### src/rtl/tt_sweep_capture.sv
// Sweeps all 2**N_IN input vectors into a combinational DUT and streams one truth table per output.
// Latency: start -> first tt_valid is 1 + V*(SETTLE+1) cycles; done one cycle after the last beat.
// Backpressure: tt_ready low holds the current beat stable; optional tt_const port under TT_CONST_FLAG_EN.
module tt_sweep_capture #(
    parameter int N_IN   = 2,
    parameter int N_OUT  = 18,
    parameter int SETTLE = 2,
    localparam int V  = 2 ** N_IN,
    localparam int IW = (N_OUT > 1) ? $clog2(N_OUT) : 1
) (
    input  logic              clk,
    input  logic              rst,
    input  logic              start,
    output logic              busy,
    output logic              done,
    output logic [N_IN-1:0]   stim_out,
    input  logic [N_OUT-1:0]  resp_in,
    output logic              tt_valid,
    input  logic              tt_ready,
    output logic [IW-1:0]     tt_idx,
`ifdef TT_CONST_FLAG_EN
    output logic [1:0]        tt_const,
`endif
    output logic [V-1:0]      tt_data
);

    typedef enum logic [1:0] {
        S_IDLE,
        S_APPLY,
        S_EMIT,
        S_FIN
    } state_t;

    state_t                    state_q, state_d;
    logic [N_IN-1:0]           m_q, m_d;
    logic [3:0]                cnt_q, cnt_d;
    logic [IW-1:0]             idx_q, idx_d;
    logic [N_OUT-1:0][V-1:0]   table_q, table_d;

    always_comb begin
        state_d = state_q;
        m_d     = m_q;
        cnt_d   = cnt_q;
        idx_d   = idx_q;
        table_d = table_q;
        case (state_q)
            S_IDLE: begin
                if (start) begin
                    m_d     = '0;
                    cnt_d   = 4'(SETTLE);
                    idx_d   = '0;
                    state_d = S_APPLY;
                end
            end
            S_APPLY: begin
                if (cnt_q != 4'd0) begin
                    cnt_d = cnt_q - 4'd1;
                end else begin
                    for (int k = 0; k < N_OUT; k++) begin
                        table_d[k][m_q] = resp_in[k];
                    end
                    // m stays at V-1 so stim_out keeps the last vector through EMIT/FIN
                    if (m_q == N_IN'(V - 1)) begin
                        idx_d   = '0;
                        state_d = S_EMIT;
                    end else begin
                        m_d   = m_q + 1'b1;
                        cnt_d = 4'(SETTLE);
                    end
                end
            end
            S_EMIT: begin
                if (tt_ready) begin
                    if (idx_q == IW'(N_OUT - 1)) begin
                        idx_d   = '0;
                        state_d = S_FIN;
                    end else begin
                        idx_d = idx_q + 1'b1;
                    end
                end
            end
            S_FIN: begin
                state_d = S_IDLE;
            end
            default: begin
                state_d = S_IDLE;
            end
        endcase
    end

    always_ff @(posedge clk) begin
        if (rst) begin
            state_q <= S_IDLE;
            m_q     <= '0;
            cnt_q   <= '0;
            idx_q   <= '0;
        end else begin
            state_q <= state_d;
            m_q     <= m_d;
            cnt_q   <= cnt_d;
            idx_q   <= idx_d;
        end
    end

    // Every bit is rewritten by each sweep before it is read, so no reset is needed
    always_ff @(posedge clk) begin
        table_q <= table_d;
    end

    assign busy     = (state_q != S_IDLE);
    assign done     = (state_q == S_FIN);
    assign stim_out = m_q;
    assign tt_valid = (state_q == S_EMIT);
    assign tt_idx   = idx_q;
    assign tt_data  = tt_valid ? table_q[idx_q] : '0;

`ifdef TT_CONST_FLAG_EN
    assign tt_const = tt_valid ? {&tt_data, ~|tt_data} : 2'b00;
`endif

endmodule

### config.mk
export PLATFORM = sky130hd
export DESIGN_NAME = tt_sweep_capture
export DESIGN_NICKNAME = d
export VERILOG_FILES = /design/src/rtl/tt_sweep_capture.sv
export SDC_FILE = /design/constraint.sdc
export NUM_CORES = 1
export LEC_CHECK = 0
export BUFFER_PORTS_ARGS = -buffer_cell sky130_fd_sc_hd__buf_2
export CAP_MARGIN = 0
export CORE_MARGIN = 4
export CORE_UTILIZATION = 55
export DETAILED_ROUTE_END_ITERATION = 10
export PLACE_DENSITY = 0.75
export SYNTH_ARGS = -nofsm -noshare
export SYNTH_HDL_FRONTEND = slang
export SYNTH_SLANG_ARGS = --single-unit
### constraint.sdc
create_clock -name clk -period 2.9 [get_ports clk]
set_input_delay 0.29 -clock clk [delete_from_list [all_inputs] [get_ports clk]]
set_output_delay 0.29 -clock clk [all_outputs]
set_load 0.05 [all_outputs]
==> Implementation_results.wiki <==
{| class="wikitable"
! Metric !! Value
|-
| Result of the run || complete, no violations
|-
| Reg2Reg Setup Slack || 0.70 ns
|-
| Critical Path Start Type || register
|-
| Pre-antenna DRT Iters || 4
|-
| Width of the chip || 89.9 um
|-
| Power per unit of standard cell area || 764 nW/um^2
|-
| HPWL Detailed || 4550 um
|-
| Hold_sp || resp_in[8]
|-
| Final setup fails || 0
|-
| Worst Slack Setup Final || 0.228 ns
|-
| WP data required || 2.61 ns
|-
| Worst Hold Path EP || table_q[33]
|-
| Gates resized, CTS repair || 0
|-
| CTS Hold Buffers Added || 0
|-
| TritonCTS Sinks || 85
|-
| Clock period minus worst slack || 2.67 ns
|-
| Synthesized area || 3690 sq um
|-
| Post-synthesis net count || 273
|-
| Final Net Count || 315
|-
| Post-placement worst setup slack || 0.543 ns
|-
| Root buffer cell || clkbuf_8
|-
| Layout overhead on the synthesized area || 12.2%
|-
| Overall routing resource usage || 17.7%
|-
| Average detailed-routed wire length per instance || 18.4 um
|-
| Starting utilization of the core area || 57.5%
|-
| Congestion Overflow GR || 0
|-
| Number of buffers added for setup after CTS || 0
|-
| Die height || 89.9 um
|-
| Ratio of cells with drive above 1 in the final layout || 25.4%
|-
| Cell count of the worst hold path || 1
|-
| Count of warnings emitted by yosys || 0
|-
| Post-detailed-route DRC marker count || 0
|-
| Initial antenna violation count || 0
|-
| Routed via count divided by cell count || 5.91
|-
| Antenna diode count || 0
|-
| Number of routed nets with antenna violations || 0
|-
| Peak supply drop || 0.435 mV
|-
| Final RePlAce weighted congestion || 0.829
|-
| Actual slew at the worst max-slew pin || 0.810 ns
|-
| Total Die Area || 8090 sq um
|-
| Number of buffers between clock root and the deepest sink || 2
|-
| Crit-path max FO || 23
|-
| Average cell area after synthesis || 15.5 sq um
|-
| Setup repair after global routing missed its margin || no
|-
| Kind of critical path || reg -> out
|-
| Clock insertion delay at the later pin of the skew report || 0.34 ns
|-
| Port buffer count || 35
|-
| Crit share post-route || 92.1%
|-
| Share of the yosys chip area belonging to registers || 65.6%
|-
| Post-Syn Instances || 238
|-
| Number of register bits inferred by synthesis || 85
|-
| Floorplan Core Area || 6420 sq um
|-
| Pin count of the biggest net entering global routing || 24
|-
| H-tree depth reported by CTS || 3
|-
| Synth cell types || 43
|-
| Maxcap violations || 0
|-
| Critical Path End Type || primary output
|-
| CTS tree || built
|-
| Total length of routed wires || 6630 um
|-
| Kind of path behind the tightest hold check || in -> reg
|-
| Core Rows || 29
|-
| TNS Setup || 0 ns
|-
| Capture point of the worst reg-to-reg path || tt_idx[1]
|-
| Static leakage || 1.42 nW
|-
| Max-slew violation count || 0
|-
| Worst path arrival time || 2.38 ns
|-
| Reg-to-reg startpoint || tt_idx[1]
|-
| Number of cells traversed by the worst register-to-register path || 7
|-
| Hold Violations, Final || 0
|-
| I/O Pins || 36
|-
| Tightest slew margin relative to the limit || 45.6%
|-
| First-pass GRT wire length || 11000 um
|-
| Clock Skews || 0.0110 ns
|-
| Dominant synthesized flop cell || edfxtp_1
|-
| Share of synthesized flip-flops with an asynchronous set or reset || 0%
|-
| Clock slew at the register clock pins of the worst setup and hold paths || 0.08 ns
|-
| Number of flops mapped to enable cells by yosys || 72
|-
| Clock buffers created by TritonCTS || 9
|-
| Via count || 2135
|-
| Via count of the first global-routing pass || 2113
|-
| Timing-limited maximum frequency || 0.374 GHz
|-
| Violation count after the first detailed-route iteration || 169
|}
==> Yosys cell counts, types with 3 or more instances <==
cell type | number | area, sq um
ha_1 | 13 | 163
clkbuf_1 | 3 | 11.3
a21oi_1 | 11 | 55.1
o21ai_0 | 4 | 20.0
and2_1 | 4 | 25.0
o221ai_1 | 4 | 35.0
a2111oi_0 | 4 | 35.0
or4_1 | 9 | 67.6
buf_2 | 6 | 30.0
dfxtp_1 | 13 | 260
inv_1 | 11 | 41.3
mux4_2 | 12 | 270
nor2b_1 | 14 | 87.6
o31ai_1 | 3 | 22.5
xnor2_1 | 3 | 26.3
nor2_1 | 6 | 22.5
a211oi_1 | 7 | 52.6
mux2i_1 | 9 | 90.1
edfxtp_1 | 72 | 2160
==> stage by stage <==
stage	util (%)	power (mW)	instance area (sq um)	cells	hold WS, ns
floorplan	-	2.21	3690	238	0.389
global placement	61.7	2.41	3960	346	0.506
detailed placement	61.7	2.42	3960	346	0.509
CTS	64.5	3.19	4140	361	0.138
global route	64.5	3.36	4140	361	0.139
finish	64.5	3.16	4140	361	0.162
==> metal layers <==
metal | vias up | part of all wire (%) | GRT usage [%]
met5 | - | 0 | 0
met4 | 0 | 4.0 | 10.6
met3 | 20 | 4.7 | 4.84
met2 | 60 | 46 | 26.1
met1 | 1036 | 45 | 23.5
li1 | 1019 | - | -
==> power by group <==
| group | switching [mW] | total (mW) | leakage (nW) | internal [mW] |
|---|---|---|---|---|
| clock | 0.379 | 0.768 | 0.0935 | 0.389 |
| sequential | 0.0669 | 1.54 | 0.756 | 1.47 |
| combinational | 0.543 | 0.856 | 0.573 | 0.313 |
| total | 0.989 | 3.16 | 1.42 | 2.17 |
==> cells in the final DEF, fill, tap and decap left out, types with 6 or more instances in the layout <==
cell / count
a21oi_1: 11
mux4_2: 12
ha_1: 13
a211oi_1: 7
inv_1: 11
or4_1: 9
dfxtp_1: 13
clkbuf_8: 9
nor2_1: 6
nor2b_1: 14
buf_2: 35
edfxtp_1: 72
mux2i_1: 9
buf_4: 7
==> area by class of cell <==
class,count,area [sq um]
Clock inverter,5,52.6
Multi-Input combinational cell,131,1170
Inverter,11,41.3
Fill cell,451,2280
Sequential cell,85,2420
Tap cell,77,96.3
Clock buffer,10,128
Timing Repair Buffer,42,228
==> cell families after synthesis <==
group | share of synthesized area, %
and+or+nand+nor | 9.25
AOI/OAI and AO/OA | 7.69
muxes | 9.76
xor gates and xnor gates | 0.712
DFF | 65.6
buffers and inverters | 2.54
adders and majority gates | 4.41
==> critical path, cell delays in order (launching register included) <==
cell,delay [ns]
dfxtp_1,0.48
buf_4,0.37
mux4_2,0.56
mux2i_1,0.19
o221ai_1,0.18
buf_2,0.25
==> worst max-delay path by stage <==
stage / startpoint / end / slack (ns) / depth (start not counted)
2_1_floorplan: tt_idx[1] / tt_data[0] / 0.12 / 6
3_3_place_gp: tt_idx[0] / tt_data[2] / 0.55 / 5
3_5_place_dp: tt_idx[0] / tt_data[2] / 0.54 / 5
4_1_cts: tt_idx[0] / tt_data[2] / 0.16 / 5
5_1_grt: tt_idx[0] / tt_data[2] / 0.03 / 5
6_report: tt_idx[0] / tt_data[2] / 0.23 / 5
==> registers in the layout, indices dropped and copies added, names as in the netlist <==
register / count
table_q: 72
tt_idx: 5
cnt_q: 4
state_q: 2
stim_out: 2
Power figures use the tool's default switching activity.
